**src/rtl/ps2_kbd_seq_if.sv**
```systemverilog
// Read-side handshake between the PS/2 receiver FIFO (master) and its
// single consumer, the keyboard sequencer (slave).
interface ps2_kbd_seq_if;
  logic [7:0] fifo_data;
  logic       fifo_ready;
  logic       fifo_overflow;
  logic       fifo_nextdata_n;

  modport master (
    output fifo_data,
    output fifo_ready,
    output fifo_overflow,
    input  fifo_nextdata_n
  );

  modport slave (
    input  fifo_data,
    input  fifo_ready,
    input  fifo_overflow,
    output fifo_nextdata_n
  );
endinterface

```
**src/rtl/ps2_kbd_seq.sv**
```systemverilog
// Pops scan codes from the PS/2 receiver FIFO, strips E0/F0 prefixes and
// turns the stream into press/release events with held-key tracking.
module ps2_kbd_seq #(
  parameter int CNT_W           = 8,
  parameter bit SUPPRESS_REPEAT = 1'b1
) (
  input  logic             clk,
  input  logic             clrn,
  ps2_kbd_seq_if.slave     fifo,
  output logic             key_valid,
  output logic [7:0]       key_code,
  output logic             key_ext,
  output logic             key_release,
  output logic             key_repeat,
  output logic             key_held,
  output logic [7:0]       held_code,
  output logic             held_ext,
  output logic [CNT_W-1:0] press_cnt,
  output logic             err_code,
  output logic             err_ovf
);

  typedef enum logic [1:0] {IDLE, POP, WAIT} state_t;

  state_t state;
  logic   ext_flag;
  logic   brk_flag;
  logic   is_match;
  logic   emit;

  // A byte "matches" when it names the key that is currently held down.
  assign is_match = key_held && (held_code == fifo.fifo_data) && (held_ext == ext_flag);
  assign emit     = brk_flag || !is_match || !SUPPRESS_REPEAT;

  always_ff @(posedge clk or negedge clrn) begin
    if (!clrn) begin
      state                <= IDLE;
      fifo.fifo_nextdata_n <= 1'b1;
      ext_flag             <= 1'b0;
      brk_flag             <= 1'b0;
      key_valid            <= 1'b0;
      key_code             <= 8'h00;
      key_ext              <= 1'b0;
      key_release          <= 1'b0;
      key_repeat           <= 1'b0;
      key_held             <= 1'b0;
      held_code            <= 8'h00;
      held_ext             <= 1'b0;
      press_cnt            <= '0;
      err_code             <= 1'b0;
      err_ovf              <= 1'b0;
    end else begin
      key_valid <= 1'b0;
      if (fifo.fifo_overflow) err_ovf <= 1'b1;

      case (state)
        IDLE: begin
          if (fifo.fifo_ready) begin
            fifo.fifo_nextdata_n <= 1'b0;
            state                <= POP;
            case (fifo.fifo_data)
              8'hE0: ext_flag <= 1'b1;
              8'hF0: brk_flag <= 1'b1;
              8'h00, 8'hFF: begin
                err_code <= 1'b1;
                ext_flag <= 1'b0;
                brk_flag <= 1'b0;
              end
              default: begin
                ext_flag <= 1'b0;
                brk_flag <= 1'b0;
                if (emit) begin
                  key_valid   <= 1'b1;
                  key_code    <= fifo.fifo_data;
                  key_ext     <= ext_flag;
                  key_release <= brk_flag;
                  key_repeat  <= !brk_flag && is_match;
                end
                // Only a make of a different (or no) held key counts as a new press.
                if (!brk_flag && !is_match) begin
                  key_held  <= 1'b1;
                  held_code <= fifo.fifo_data;
                  held_ext  <= ext_flag;
                  press_cnt <= press_cnt + CNT_W'(1);
                end
                if (brk_flag && is_match) key_held <= 1'b0;
              end
            endcase
          end
        end
        POP: begin
          fifo.fifo_nextdata_n <= 1'b1;
          state                <= WAIT;
        end
        default: state <= IDLE;
      endcase
    end
  end

endmodule

```
**src/flat_wrapper.sv**
```systemverilog
// flat-port wrapper written by rule: the top's interface ports become plain ports
module ps2_kbd_seq_flat 
#(
  parameter int CNT_W           = 8,
  parameter bit SUPPRESS_REPEAT = 1'b1
)
  (clk, clrn, key_valid, key_code, key_ext, key_release, key_repeat, key_held, held_code, held_ext, press_cnt, err_code, err_ovf, fifo_fifo_data, fifo_fifo_ready, fifo_fifo_overflow, fifo_fifo_nextdata_n);
  ps2_kbd_seq_if fifo_i ();
  input  logic clk;
  input  logic clrn;
  output logic key_valid;
  output logic [7:0] key_code;
  output logic key_ext;
  output logic key_release;
  output logic key_repeat;
  output logic key_held;
  output logic [7:0] held_code;
  output logic held_ext;
  output logic [CNT_W-1:0] press_cnt;
  output logic err_code;
  output logic err_ovf;
  input wire logic [$bits(fifo_i.fifo_data)-1:0] fifo_fifo_data;
  input wire logic [$bits(fifo_i.fifo_ready)-1:0] fifo_fifo_ready;
  input wire logic [$bits(fifo_i.fifo_overflow)-1:0] fifo_fifo_overflow;
  output wire logic [$bits(fifo_i.fifo_nextdata_n)-1:0] fifo_fifo_nextdata_n;
  assign fifo_i.fifo_data = fifo_fifo_data;
  assign fifo_i.fifo_ready = fifo_fifo_ready;
  assign fifo_i.fifo_overflow = fifo_fifo_overflow;
  assign fifo_fifo_nextdata_n = fifo_i.fifo_nextdata_n;
  ps2_kbd_seq #(.CNT_W(CNT_W), .SUPPRESS_REPEAT(SUPPRESS_REPEAT)) u_core (.clk(clk), .clrn(clrn), .fifo(fifo_i), .key_valid(key_valid), .key_code(key_code), .key_ext(key_ext), .key_release(key_release), .key_repeat(key_repeat), .key_held(key_held), .held_code(held_code), .held_ext(held_ext), .press_cnt(press_cnt), .err_code(err_code), .err_ovf(err_ovf));
endmodule
```
**config.mk**
```make
export PLATFORM = sky130hd
export DESIGN_NAME = ps2_kbd_seq_flat
export DESIGN_NICKNAME = d
export VERILOG_FILES = /design/src/rtl/ps2_kbd_seq_if.sv /design/src/rtl/ps2_kbd_seq.sv /design/src/flat_wrapper.sv
export SDC_FILE = /design/constraint.sdc
export NUM_CORES = 1
export LEC_CHECK = 0
export ABC_AREA = 1
export CORE_MARGIN = 4
export CORE_UTILIZATION = 41
export CTS_CLUSTER_DIAMETER = 30
export CTS_CLUSTER_SIZE = 25
export DETAILED_ROUTE_END_ITERATION = 10
export PLACE_DENSITY_LB_ADDON = 0.1
export SYNTH_ARGS = -nofsm -noshare
export SYNTH_HDL_FRONTEND = slang
export SYNTH_SLANG_ARGS = --single-unit
```
**constraint.sdc**
```tcl
create_clock -name clk -period 2.8 [get_ports clk]
set_clock_uncertainty 0.15 [all_clocks]
set_input_delay 0.28 -clock clk [delete_from_list [all_inputs] [get_ports clk]]
set_output_delay 0.28 -clock clk [all_outputs]
set_load 0.01 [all_outputs]
```
==> metrics <==
Worst EP required=2.88 ns; Critical Path Max Stage Delay=0.50 ns; DRC=0; CTS sink cnt=37; main combinational cell family by area after synthesis=simple AND/OR/NAND/NOR gates; Tightest Pin Transition=0.820 ns; maxcap violations=0; Pwr Density=802 nW/um^2; xor/xnor cell area share of the yosys netlist=3.22%; clk_lat worst skew=0.29 ns; layout cells sized above 1=8.68%; LEAKAGE=1.29 nW; Syn Std Cell Area=1910 um^2; Die W=76.2 um; total wire length=4550 um; Post-Syn Nets=253; H-tree depth=2; CP arrival=2.45 ns; CTS Hold Buffers Added=1; crit start category=input pin; most common cell after layout, fill and taps aside=nand2_1; max frequency=423 MHz; drt via density=4.98; chip height=76.2 um; crit path cell chain=clkdlybuf4s50_1 > inv_1 > nor2_1 > a211oi_1 > nand2_1 > nor3_1 > ha_1 > nor2_1 > nand2_1 > nand2_1 > nand2_1; sum of buffers and inverters on the critical path=2; Starting Density=43.2%; Slew HR=45.3%; Ports=45; hold slack=0.305 ns; Post-CTS Setup Bufs=0; CTS tree=built; pin count of the biggest net entering global routing=38; register bit total from synthesis=37; Seq/Total Area, Yosys=48.6%; First DRT Iteration DRCs=71; synth top area cells=dfrtp_1 (47%), nand2_1 (17%), nand4_1 (6.6%); Pre-antenna DRT Iters=4; critical-path maximum fanout=12; Num CTS Buffers=5; core area=4410 um^2; Antenna diodes=0; Yosys top cell by area=dfrtp_1; setup TNS=0 ns; Layout Cells excl Fill=340; post-synthesis adder-cell area fraction=2.62%; post-synthesis instance total=237; CP dominant cell by count=nand2_1; Crit. End Element=register; simple-gate share of the synthesized area=34.3%; Hold Path Class=reg -> reg; status=finished clean; clock slew at reported path FFs=0.07 ns; RSZ-0062 raised after global routing=no; share of the synthesized area in the top cell type=47.2%; final hold violation count=0; Die ar.=5810 um^2; peak supply drop=0.360 mV; initial antenna violation count=0; Final ANT Viol Nets=0; vias in the first global route=1,697; via count=1,694; Core Rows=24; placed insts=331; Final Util=57.2%; delay-heaviest family, CP=simple AND/OR/NAND/NOR gates; fin nets=303; commonest cells after routing, fill and taps aside=nand2_1 (85), clkdlybuf4s50_1 (43), dfrtp_1 (36); wire length per cell=13.4 um; post-CTS sizing=0; CP Class=in -> reg; gr usage total=16.7%; syn avg cell area=8.05 um^2; Post-DP HPWL=3300 um; Worst path slowest cell=clkdlybuf4s50_1; mux cell area share after synthesis=0%; Final GP Congestion=0.767; I/O Buffers=44; grt ovf=0; first-pass GRT wire length=8070 um; Root Driver=clkbuf_8; max-slew violation count=0; fin crit share=84.4%; Total Power=2.03 mW; Synth Warn #=0; Yosys cell types=31; layout overhead on the synthesized area=32.4%; post-synthesis compound-gate area fraction=3.94%; Final min period=2.36 ns; clock buffer depth=2; Setup violations, final=0
registers in the layout, summed over array words and instances, names as in the netlist, 2 cells and up:
| register | count |
|---|---|
| u_core.state | 2 |
| u_core.key_code | 8 |
| u_core.press_cnt | 8 |
| u_core.held_code | 8 |
cell families (layout without fill, tap and decap cells):
| logic type | Yosys count | after routing |
|---|---|---|
| flops | 37 | 37 |
| fa+ha+maj | 4 | 4 |
| buf+inv | 30 | 81 |
| compound gates | 12 | 12 |
| simple gates | 147 | 147 |
| xor+xnor | 7 | 7 |
synthesized netlist by cell type:
master / instances
xor2_1: 6
o211ai_1: 1
nor3_1: 2
nand2_1: 85
nand3b_1: 1
o21ai_2: 1
xnor2_1: 1
buf_1: 1
nor2_1: 19
a211oi_1: 1
o21ai_1: 1
nand2_2: 1
nand3_1: 13
buf_4: 1
a22o_1: 1
nor2_4: 1
a21oi_1: 3
clkbuf_1: 3
or2_2: 2
ha_1: 4
nand4_1: 20
o21ai_0: 3
buf_6: 3
dfstp_2: 1
inv_1: 20
nor2_2: 2
buf_2: 1
dfrtp_1: 36
nand4_2: 1
o21bai_1: 1
inv_2: 1
power breakdown:
group	internal [mW]	switching, mW
Clock	0.290	0.186
Combinational	0.387	0.335
Sequential	0.687	0.140
Total	1.37	0.660
worst reg2reg max path: stages, from the launching register on:
cell and delay (ns):
dfrtp_1 0.41, nor2_1 0.07, a211oi_1 0.28, nand2_1 0.11, nor3_1 0.34, ha_1 0.22
nor2_1 0.05, nand2_1 0.32, nand2_1 0.11, nand2_1 0.07
final timing paths:
kind	depth (start not counted)	start	endpoint	slack, ns
hold / removal	1	u_core.state[1]	u_core.state[1]	0.30
min in group asynchronous	2	clrn	u_core.key_code[5]	0.48
setup reg to reg	9	u_core.held_code[0]	u_core.key_code[0]	0.61
setup / recovery	11	fifo_fifo_data[0]	u_core.key_code[0]	0.44
max in group asynchronous	2	clrn	u_core.press_cnt[7]	1.50
hold reg to reg	1	u_core.state[1]	u_core.state[1]	0.30
metrics by stage:
stage,setup WS [ns],cell area (um^2)
after global routing,0.245,2520
after detailed placement,0.117,2400
after global placement,0.202,2400
final,0.436,2520
after floorplan,0.802,1910
after CTS,0.407,2520
routing by layer:
metal,up-vias,GRT usage (%),part of all wire [%]
li1,864,-,-
met5,-,0,0
met1,777,23.2,48
met4,0,6.29,1.8
met2,44,26.0,46
met3,9,3.07,4.8
cell type report:
cell class	count	area (um^2)
fillers	448	1890
flip-flops and latches	37	927
multi-input cells	170	840
repair buffers	52	498
clock buffers	7	86.3
inverters	21	78.8
well taps	52	65.1
clock inverters	1	30.0
(Power assumes the default switching activity.)
